## src/rtl/instr_fetch_unit_if.sv

```systemverilog
// instr_fetch_unit_if: imem read port plus decode-side valid/ready, redirect and halt signals
interface instr_fetch_unit_if #(
    parameter int ADDR_W = 32,
    parameter int DATA_W = 32
);
    logic [ADDR_W-1:0] imem_addr;
    logic              imem_rd;
    logic [DATA_W-1:0] imem_data;
    logic              redirect;
    logic [ADDR_W-1:0] redirect_pc;
    logic              halt;
    logic              if_valid;
    logic [DATA_W-1:0] if_instr;
    logic [ADDR_W-1:0] if_pc;
    logic              if_ready;
    modport master (
        output imem_addr, imem_rd, if_valid, if_instr, if_pc,
        input  imem_data, redirect, redirect_pc, halt, if_ready
    );
    modport slave (
        input  imem_addr, imem_rd, if_valid, if_instr, if_pc,
        output imem_data, redirect, redirect_pc, halt, if_ready
    );
endinterface

```

## src/rtl/instr_fetch_unit.sv

```systemverilog
// instr_fetch_unit: owns the PC, issues imem reads and buffers tagged words in a 2-entry queue.
// Define FETCH_PERF_EN to add saturating fetch/flush performance counters.
module instr_fetch_unit #(
    parameter int ADDR_W = 32,
    parameter int DATA_W = 32,
    parameter logic [ADDR_W-1:0] RESET_PC = '0
) (
    input logic clk,
    input logic rst,
    instr_fetch_unit_if.master bus
`ifdef FETCH_PERF_EN
    ,
    output logic [31:0] perf_fetch_cnt,
    output logic [15:0] perf_flush_cnt
`endif
);
    typedef enum logic {RUN, HALT} state_t;
    state_t state, state_next;
    logic [ADDR_W-1:0] pc, tag;
    logic inflight, issue, pop, push, room;
    logic [1:0] count, fill;
    logic [ADDR_W-1:0] q_pc [2];
    logic [DATA_W-1:0] q_instr [2];
    assign pop = bus.if_valid & bus.if_ready;
    assign push = inflight & ~bus.redirect;
    // Room counts the in-flight word, so the queue can never overflow.
    assign room = (3'(count) + 3'(inflight)) < (3'd2 + 3'(pop));
    assign fill = count - 2'(pop);
    assign bus.imem_addr = pc;
    assign bus.imem_rd = issue;
    assign bus.if_valid = count != 2'd0;
    assign bus.if_instr = q_instr[0];
    assign bus.if_pc = q_pc[0];
    always_ff @(posedge clk) begin
        if (rst) state <= RUN;
        else state <= state_next;
    end
    always_comb begin
        state_next = bus.halt ? HALT : RUN;
    end
    always_comb begin
        issue = (state == RUN) & ~bus.halt & ~bus.redirect & ~rst & room;
    end
    always_ff @(posedge clk) begin
        if (rst) begin
            pc <= RESET_PC;
            tag <= '0;
            inflight <= 1'b0;
            count <= 2'd0;
            q_pc[0] <= '0;
            q_pc[1] <= '0;
            q_instr[0] <= '0;
            q_instr[1] <= '0;
        end else begin
            inflight <= issue;
            if (issue) begin
                tag <= pc;
                pc <= pc + ADDR_W'(1);
            end
            if (bus.redirect) begin
                pc <= bus.redirect_pc;
                count <= 2'd0;
            end else begin
                if (pop) begin
                    q_pc[0] <= q_pc[1];
                    q_instr[0] <= q_instr[1];
                end
                // Written after the shift so a simultaneous push into slot 0 wins.
                if (push) begin
                    q_pc[fill[0]] <= tag;
                    q_instr[fill[0]] <= bus.imem_data;
                end
                count <= count - 2'(pop) + 2'(push);
            end
        end
    end
`ifdef FETCH_PERF_EN
    always_ff @(posedge clk) begin
        if (rst) begin
            perf_fetch_cnt <= '0;
            perf_flush_cnt <= '0;
        end else begin
            if (push && !(&perf_fetch_cnt)) perf_fetch_cnt <= perf_fetch_cnt + 32'd1;
            if (bus.redirect && !(&perf_flush_cnt)) perf_flush_cnt <= perf_flush_cnt + 16'd1;
        end
    end
`endif
endmodule
```

## src/flat_wrapper.sv

```systemverilog
// flat-port wrapper written by rule: the top's interface ports become plain ports
module instr_fetch_unit_flat 
#(
    parameter int ADDR_W = 32,
    parameter int DATA_W = 32,
    parameter logic [ADDR_W-1:0] RESET_PC = '0
)
  (clk, rst, bus_imem_addr, bus_imem_rd, bus_if_valid, bus_if_instr, bus_if_pc, bus_imem_data, bus_redirect, bus_redirect_pc, bus_halt, bus_if_ready);
  instr_fetch_unit_if #(.ADDR_W(ADDR_W), .DATA_W(DATA_W)) bus_i ();
  input logic clk;
  input logic rst;
  output wire logic [$bits(bus_i.imem_addr)-1:0] bus_imem_addr;
  output wire logic [$bits(bus_i.imem_rd)-1:0] bus_imem_rd;
  output wire logic [$bits(bus_i.if_valid)-1:0] bus_if_valid;
  output wire logic [$bits(bus_i.if_instr)-1:0] bus_if_instr;
  output wire logic [$bits(bus_i.if_pc)-1:0] bus_if_pc;
  input wire logic [$bits(bus_i.imem_data)-1:0] bus_imem_data;
  input wire logic [$bits(bus_i.redirect)-1:0] bus_redirect;
  input wire logic [$bits(bus_i.redirect_pc)-1:0] bus_redirect_pc;
  input wire logic [$bits(bus_i.halt)-1:0] bus_halt;
  input wire logic [$bits(bus_i.if_ready)-1:0] bus_if_ready;
  assign bus_imem_addr = bus_i.imem_addr;
  assign bus_imem_rd = bus_i.imem_rd;
  assign bus_if_valid = bus_i.if_valid;
  assign bus_if_instr = bus_i.if_instr;
  assign bus_if_pc = bus_i.if_pc;
  assign bus_i.imem_data = bus_imem_data;
  assign bus_i.redirect = bus_redirect;
  assign bus_i.redirect_pc = bus_redirect_pc;
  assign bus_i.halt = bus_halt;
  assign bus_i.if_ready = bus_if_ready;
  instr_fetch_unit #(.ADDR_W(ADDR_W), .DATA_W(DATA_W), .RESET_PC(RESET_PC)) u_core (.clk(clk), .rst(rst), .bus(bus_i));
endmodule
```

## config.mk

```make
export PLATFORM = sky130hd
export DESIGN_NAME = instr_fetch_unit_flat
export DESIGN_NICKNAME = d
export VERILOG_FILES = /design/src/rtl/instr_fetch_unit_if.sv /design/src/rtl/instr_fetch_unit.sv /design/src/flat_wrapper.sv
export SDC_FILE = /design/constraint.sdc
export NUM_CORES = 1
export LEC_CHECK = 0
export ABC_AREA = 1
export CORE_MARGIN = 2
export CORE_UTILIZATION = 25
export DETAILED_ROUTE_END_ITERATION = 8
export PLACE_DENSITY_LB_ADDON = 0.3
export SETUP_SLACK_MARGIN = 0.05
export SYNTH_ARGS = -nofsm -noshare
export SYNTH_HDL_FRONTEND = slang
export SYNTH_SLANG_ARGS = --single-unit
```

## constraint.sdc

```tcl
create_clock -name clk -period 4.37 [get_ports clk]
set_input_delay 0.874 -clock clk [delete_from_list [all_inputs] [get_ports clk]]
set_output_delay 0.874 -clock clk [all_outputs]
set_load 0.005 [all_outputs]
```

# Yosys cells after proc, flatten, opt, wreduce, memory -nomap -nowiden
# Memories as Yosys holds them, arrays and structs flattened.
# Index checks and enable logic that the tools add are counted.
dict set report word_totals {
  regBits 68
  ramBits 128
  input_bits 69
  out_inout_bits 98
  word_cells 51
  mem_count 2
}
dict set report classes {
  n_addsub 5
  order_cmp 1
  muxes 21
  n_bitwise 12
  n_reduce_logical 5
}
# name words word_bits rd rd_ports_with_merged_regs wr line
set mem_list {}
lappend mem_list {u_core.q_instr 2 32 2 0 2 instr_fetch_unit.sv:23} ;# logic [DATA_W-1:0] q_instr [2];
lappend mem_list {u_core.q_pc 2 32 2 0 2 instr_fetch_unit.sv:22} ;# logic [ADDR_W-1:0] q_pc [2];
# op count
set op_table {}
lappend op_table {{32-bit two-way mux} 6}
lappend op_table {{32-bit OR reduction} 2}
lappend op_table {{32-bit by 1-bit adder with 32-bit output (second input constant)} 1}
lappend op_table {{1-bit two-way mux} 15}
lappend op_table {{1-bit bitwise AND} 6}
lappend op_table {{1-bit NOT} 4}
lappend op_table {{2-bit nonzero test} 2}
lappend op_table {{2-bit by 1-bit adder with 3-bit output} 1}
lappend op_table {{2-bit by 1-bit adder with 3-bit output (first input constant)} 1}
lappend op_table {{3-bit < comparator} 1}
lappend op_table {{2-bit by 1-bit adder with 2-bit output} 1}
lappend op_table {{1-bit OR} 2}
lappend op_table {{2-bit OR reduction} 1}
lappend op_table {{2-bit by 1-bit subtractor with 2-bit output} 1}

# Depth between registers and ports, before layout
dict set report logic_depth {
  ltp_word 8
  depth_mapped 13
  ltp_nobuf 12
}

# Worst setup path after synthesis
# OpenSTA, ideal clock, no wires.
dict set report synth_path {
  kind {input to register}
  from {in bus_if_ready}
  to {mem u_core.q_instr[0][0], enable pin}
  setup_ps 847
  arrival_time_ps 2972
  t_required_ps 3523
  setup_slack_ps 552
  cell_stages 4
  n_path_buf 1
  cell_sequence {or2_2 -> nand3_1 -> clkbuf_1 -> nand3b_1}
}
# element line
set synth_rtl {}
lappend synth_rtl {{start: declaration} flat_wrapper.sv:21} ;# input wire logic [$bits(bus_i.if_ready)-1:0] bus_if_ready;
lappend synth_rtl {{end: declaration} instr_fetch_unit.sv:23}

# Worst setup path after layout
dict set report layout_path {
  from {in rst}
  to {out bus_imem_rd}
}
dict set report layout_between {
  elab_chain_len 3
}
# element line
set layout_rtl {}
lappend layout_rtl {{start: declaration} flat_wrapper.sv:11} ;# input logic rst;
lappend layout_rtl {{1-bit NOT} instr_fetch_unit.sv:42} ;# issue = (state == RUN) & ~bus.halt & ~bus.redirect & ~rst & room;
lappend layout_rtl {{1-bit bitwise AND (2 in series)} instr_fetch_unit.sv:42}
lappend layout_rtl {{end: declaration} flat_wrapper.sv:13} ;# output wire logic [$bits(bus_i.imem_rd)-1:0] bus_imem_rd;
# Every way passes these cells.

==> flow_summary.ini <==
[status]
run_status = finished clean

[timing]
grt_setup_unrepaired = no
worst_pin_slew_ps = 766
period_share_pct = 76.0
slew_headroom_pct = 48.9
fin_setup_tns_ps = 0
hold_violations = 0
timing_max_transition_violations_final = 0
fmax_ghz = 0.301
timing.final.crit_period_ps = 3320
fin_worst_skew_ps = 24.7
final-setup-viol-count = 0

[setup_path]
arrival_time_at_the_worst_endpoint_ps = 2450
rr_worst_depth = 10
critPathTopFamily = buffers and inverters
startpoint_type = primary input
required_time_of_the_critical_path_ps = 3500
worst_path_cell_chain = clkdlybuf4s50_1 > nor2_4 > inv_4 > nor2_2 > nand2_2 > inv_2 > clkdlybuf4s50_1
path_depth = 7
timing.critical_path.fanout_max = 8
cpMostUsedCell = sky130_fd_sc_hd__clkdlybuf4s50_1
crit_path_top_delay_cell = sky130_fd_sc_hd__clkdlybuf4s50_1
worst-path-buf-inv = 4
timing.critical_path.slowest_cell_delay_ps = 530
timing_worst_setup_path_type = in -> out
endpoint_kind = output port

[die]
die_area_um2 = 36300
die_width_um = 190
boundaryPins = 167
die_height_um = 190
start_util_pct = 25.3
placement_rows = 68
core-area_um2 = 34400

[logic_synthesis]
synth.ff_latch_count = 196
synthesis.instances = 966
syn_avg_cell_area_um2 = 8.99
synthesis.nets = 1039
synth_sequential_area_ratio_pct = 59.9
yosysWarningCount = 0
synth_cell_type_count = 30
synth_area_um2 = 8690

[placed_design]
dp_hpwl_mm = 16.0
finalWeightedCongestion = 0.842
dpl-instance-area_um2 = 10800
dp.cells = 1547
io_buffer_count = 166

[clock_tree]
cts-buffers-inserted = 17
ctsHoldBuffers = 0
clock_tree.htree_level_count = 4
cts.clk_slew.worst_paths_ps = 80
postCtsSetupRepairBufs = 0
cts-root-buf = sky130_fd_sc_hd__clkbuf_16
post_cts_resized = 0
cts_tree = built
clock_sinks = 196
clock_insertion_delay_worst_skew_ps = 450
cts-root-to-sink-buffers = 2

[finish]
num_antenna_cells = 0
final_cells = 1579
most-common-layout-cells = sky130_fd_sc_hd__clkdlybuf4s50_1, sky130_fd_sc_hd__nand2_1, sky130_fd_sc_hd__edfxtp_1
finalInstanceArea_um2 = 11400
drive_gt1_share_pct = 5.96
syn_to_final_growth_pct = 31.6
layout.cells.most_common = sky130_fd_sc_hd__clkdlybuf4s50_1
count_of_nets_after_finishing = 1184

[global_route]
largest_net_degree_at_the_start_of_global_routing = 129
groute.layer.met1.usage_pct = 18.1
gr-usage-met2_pct = 20.5
grt.busiest_layer = met2
global_route.usage.met3_pct = 3.04
grt_pass1_vias = 6274
track_usage_pct = 13.1
wire_length_of_the_first_global_routing_pass_mm = 36.3
gr-total-overflow = 0
initial_antenna_violation_count = 0

[worst_hold_path]
timing.hold.worst.class = reg -> reg
hold_depth = 2

[detailed_routing]
detail_route.iter0.violations = 381
avgRoutedWirePerCell_um = 14.8
route.final.wire_length_mm = 23.4
dr_total_vias = 6720
viasPerCell = 4.26
drt-pass1-iter-count = 4
drcViolationCount = 0
detail-route-antenna-nets = 0

[power_and_ir_drop]
ir_worst_vdd_mv = 0.251
power-per-cell-area_nw_per_um2 = 359
power.static_leakage_nw = 4.19
power_w = 0.00410

[flow_run]
maxCapViolCount = 0
[cell families (layout without fill, tap and decap cells)]
logic type / count (synthesis) / in the layout / synth area share, %
buffers and inverters: 182 / 340 / 8.68
and+or+nand+nor: 410 / 410 / 20.3
xor gates and xnor gates: 8 / 8 / 0.806
AOI/OAI and AO/OA: 166 / 166 / 9.75
adders and majority gates: 4 / 4 / 0.576
DFF: 196 / 196 / 59.9
[tightest hold or removal path: cells and delay by family, from the launching register on]
kind	cells	cell delay, ps
DFF	1	300
AOI/OAI and AO/OA	1	60
buffers and inverters	1	70
[cell usage after synthesis, drive strengths merged]
library cell / instances / area share [%]
a21oi: 49 / 2.8
o21ai: 111 / 6.4
dfxtp: 68 / 16
ha: 4 / 0.58
a211oi: 1 / 0.14
xnor2: 3 / 0.30
buf: 30 / 2.1
nand4: 3 / 0.22
nand3b: 4 / 0.35
and2: 1 / 0.072
o21a: 1 / 0.086
or2: 2 / 0.14
edfxtp: 128 / 44
a22oi: 1 / 0.086
clkinv: 1 / 0.043
nand3: 110 / 6.3
nand2: 156 / 6.8
clkbuf: 20 / 0.86
nor2: 134 / 6.3
xor2: 5 / 0.50
a31oi: 3 / 0.22
inv: 131 / 5.7
[final cells by class]
| class | instances | area [um2] |
|---|---|---|
| tap | 455 | 569 |
| inverter | 132 | 498 |
| timing repair buffer | 176 | 1770 |
| sequential | 196 | 5200 |
| multi-input combinational | 588 | 2760 |
| fill | 3570 | 22900 |
| clock inverter | 13 | 153 |
| clock buffer | 19 | 475 |
[where the power goes]
part | internal [W] | switching (W) | leakage (nW)
Combinational | 0.000172 | 0.000167 | 2.01
Clock | 0.000886 | 0.000776 | 0.307
Sequential | 0.00204 | 0.0000551 | 1.88
Total | 0.00310 | 0.000998 | 4.19
[final timing paths]
kind                              end  slack (ps)            start
min                    u_core.tag[18]         470   u_core.tag[18]
max                       bus_imem_rd        1050              rst
max reg2reg  u_core.bus.imem_addr[30]        2280  u_core.inflight
min reg2reg            u_core.tag[18]         470   u_core.tag[18]
[metal layers]
metal  vias up  part of all wire [%]
met5         -                     0
met4         0                  0.98
met3        15                   5.1
met2       189                    45
met1      3057                    49
li1       3459                     -
[registers in the layout, indices dropped and copies added (netlist names)]
register / cells
u_core.bus.imem_addr: 32
u_core.count: 2
u_core.state: 1
u_core.inflight: 1
u_core.q_instr: 64
u_core.q_pc: 64
u_core.tag: 32
[through the flow]
step                utilization [%]  worst slack [ps]  hold WS [ps]
floorplan                         -               552           445
global placement               31.4              1060           464
detailed placement             31.4              1060           468
CTS                            33.3              1050           479
global route                   33.3               989           501
finish                         33.3              1050           473
Note: power is estimated with default switching activity, not from simulation.
==> edit, RTL diff (same flow settings) <==
`DATA_W` is set to 32 in 3 places; all go to 16.
--- a/src/rtl/instr_fetch_unit_if.sv
+++ b/src/rtl/instr_fetch_unit_if.sv
@@ -3,3 +3,3 @@
     parameter int ADDR_W = 32,
-    parameter int DATA_W = 32
+    parameter int DATA_W = 16
 );
--- a/src/rtl/instr_fetch_unit.sv
+++ b/src/rtl/instr_fetch_unit.sv
@@ -4,3 +4,3 @@
     parameter int ADDR_W = 32,
-    parameter int DATA_W = 32,
+    parameter int DATA_W = 16,
     parameter logic [ADDR_W-1:0] RESET_PC = '0
--- a/src/flat_wrapper.sv
+++ b/src/flat_wrapper.sv
@@ -4,3 +4,3 @@
     parameter int ADDR_W = 32,
-    parameter int DATA_W = 32,
+    parameter int DATA_W = 16,
     parameter logic [ADDR_W-1:0] RESET_PC = '0
Ports: changed (resized bus_if_instr and bus_imem_data); port bits go from 167 to 135. The function was not compared with the original's and may differ.
==> edit against the original RTL <==
  * Clock skew shrank 15 ps
  * Sequential power shrank 17%
  * Synthesized area shrank 13%
  * Combinational power shrank 12%
  * Count of clock-buffer cells in the layout shrank 2
  * Synthesized cell count shrank 9.7%
  * Wire length shrank 13%
  * Power shrank 12%
  * Final area shrank 14%
  * Sequential cell count shrank 32
  * Setup slack gained 4.5 ps
  * Critical path type unchanged
  * Largest cell class unchanged
==> edit: results (changes against the original RTL) <==
outcome:
  outcome: "completed"
power:
  internal_power_w: 0.00276  # -11%
  pg_seq_w: 0.00175  # -17%
  fin_total_pwr_w: 0.00362  # -12%
  pg_clk_w: 0.00158  # -5%
  ir_drop_mv: 0.254  # +1.2%
  leakage_nw: 3.60  # -14%
synth:
  synth_nets: 929  # -11%
  ys_types: 33  # +10%
  synth_fa_ha_area_share_pct: 0.664  # +0.088 points
  synth_compound_area_share_pct: 10.3  # +0.59 points
  avgSynthCellArea_um2: 8.64  # -3.9%
  synth-xor-area-share_pct: 1.05  # +0.24 points
  yosysSeqAreaShare_pct: 56.3  # -3.6 points
  synthTopCellsByCount: "142 x nand2_1, 117 x inv_1, 108 x nor2_1, 101 x nand3_1, 96 x edfxtp_1"
  synth_edf_count: 96  # -25%
  ys_top_cells_by_area: "edfxtp_1 38%, dfxtp_1 18%, nand2_1 7.1%, nand3_1 6.7%, inv_1 5.8%"
  synth_top_area_share_pct: 38.3  # -6.0 points
clock_network:
  clkLatencyLatePin_ps: 430  # -20 ps
  clock_sinks: 164  # -16%
  clkTransAtPathRegs_ps: 60  # -20 ps
  post_cts_buffers: 0  # unchanged
  ctsLongestPathBuffers: 2  # unchanged
final_layout:
  num_antenna_cells: 0  # unchanged
  nMultiInputCombCells: 545  # -7.3%
  n_fill_cell: 3156  # -12%
  seq_share_pct: 43.1  # -2.4 points
  clkbuf_count: 17  # -2
  buffers: 145  # -18%
  buf_share_pct: 14.6  # -0.94 points
  n_all_inverters: 121  # -8.3%
  clk_share_pct: 6.29  # +0.79 points
  final_nets: 1051  # -11%
  layout.cells.non_filler: 1397  # -12%
  multi_input_area_share_pct: 26.5  # +2.4 points
  drive_above_1_share_pct: 7.55  # +1.6 points
drt:
  wl_per_cell_um: 14.5  # -2.0%
  drtPass1Iterations: 4  # unchanged
  drtIter0Drc: 349  # -8.4%
  viasPerCell: 4.24  # -0.44%
critical_path:
  r2r_start: "u_core.count[0]"
  r2r_setup_slack_ps: 2200  # -80 ps
  worstRegToRegCells: 10  # unchanged
  timing.rr.end: "u_core.bus.imem_addr[26]"
  cp_max_fo: 3  # -5
  critical_path.endpoint: "bus_imem_rd"
worst_hold_path:
  hold_path_end: "u_core.tag[14]"
  hold_start: "u_core.tag[14]"
  whs_path_depth: 2  # unchanged
placed_design:
  port_buffers: 134  # -19%
  dpl.hpwl_um: 14300  # -11%
  dp_cells: 1365  # -12%
  place_congestion: 0.830  # -1.3%
grt:
  grt_use_total_pct: 13.2  # +0.13 points
  grt_pass1_vias: 5726  # -8.7%
  grt_max_degree: 59  # -54%
  grt_pass1_wl_um: 31900  # -12%
sta:
  fin_skew_ps: 10.1  # -14.6 ps
  timing.hold.ws_ps: 474  # +1.64 ps
  tightestPinTransition_ps: 666  # -100 ps
-- edit: changes by cell type after synthesis, sizes merged, moves of 6 or more --
cell | before | now
nand2 | 156 | 150
buf | 30 | 23
nor2 | 134 | 120
inv | 131 | 120
o21ai | 111 | 94
edfxtp | 128 | 96
nand3 | 110 | 104
-- edit: metal layers --
| layer | wire, um | GRT usage [%] | part of all wire [%] |
|---|---|---|---|
| met1 | 10100 | 18.5 | 50 |
| met2 | 9030 | 20.3 | 45 |
| met3 | 862 | 2.68 | 4.3 |
| met4 | 327 | 4.51 | 1.6 |
| met5 | 0 | 0 | 0 |
-- edit: stage by stage --
| stage | worst slack, ps | cell area [um2] |
|---|---|---|
| floorplan | 951 | 7540 |
| detailed placement | 990 | 9230 |
| global placement | 1000 | 9230 |
| global route | 1010 | 9850 |
| CTS | 1030 | 9850 |
| finish | 1050 | 9850 |
-- edit: worst max-delay path, stage by stage --
cell             delay, ps
clkdlybuf4s50_1        540
nor2_4                 190
nand3_2                140
a21oi_4                180
clkdlybuf4s50_1        520
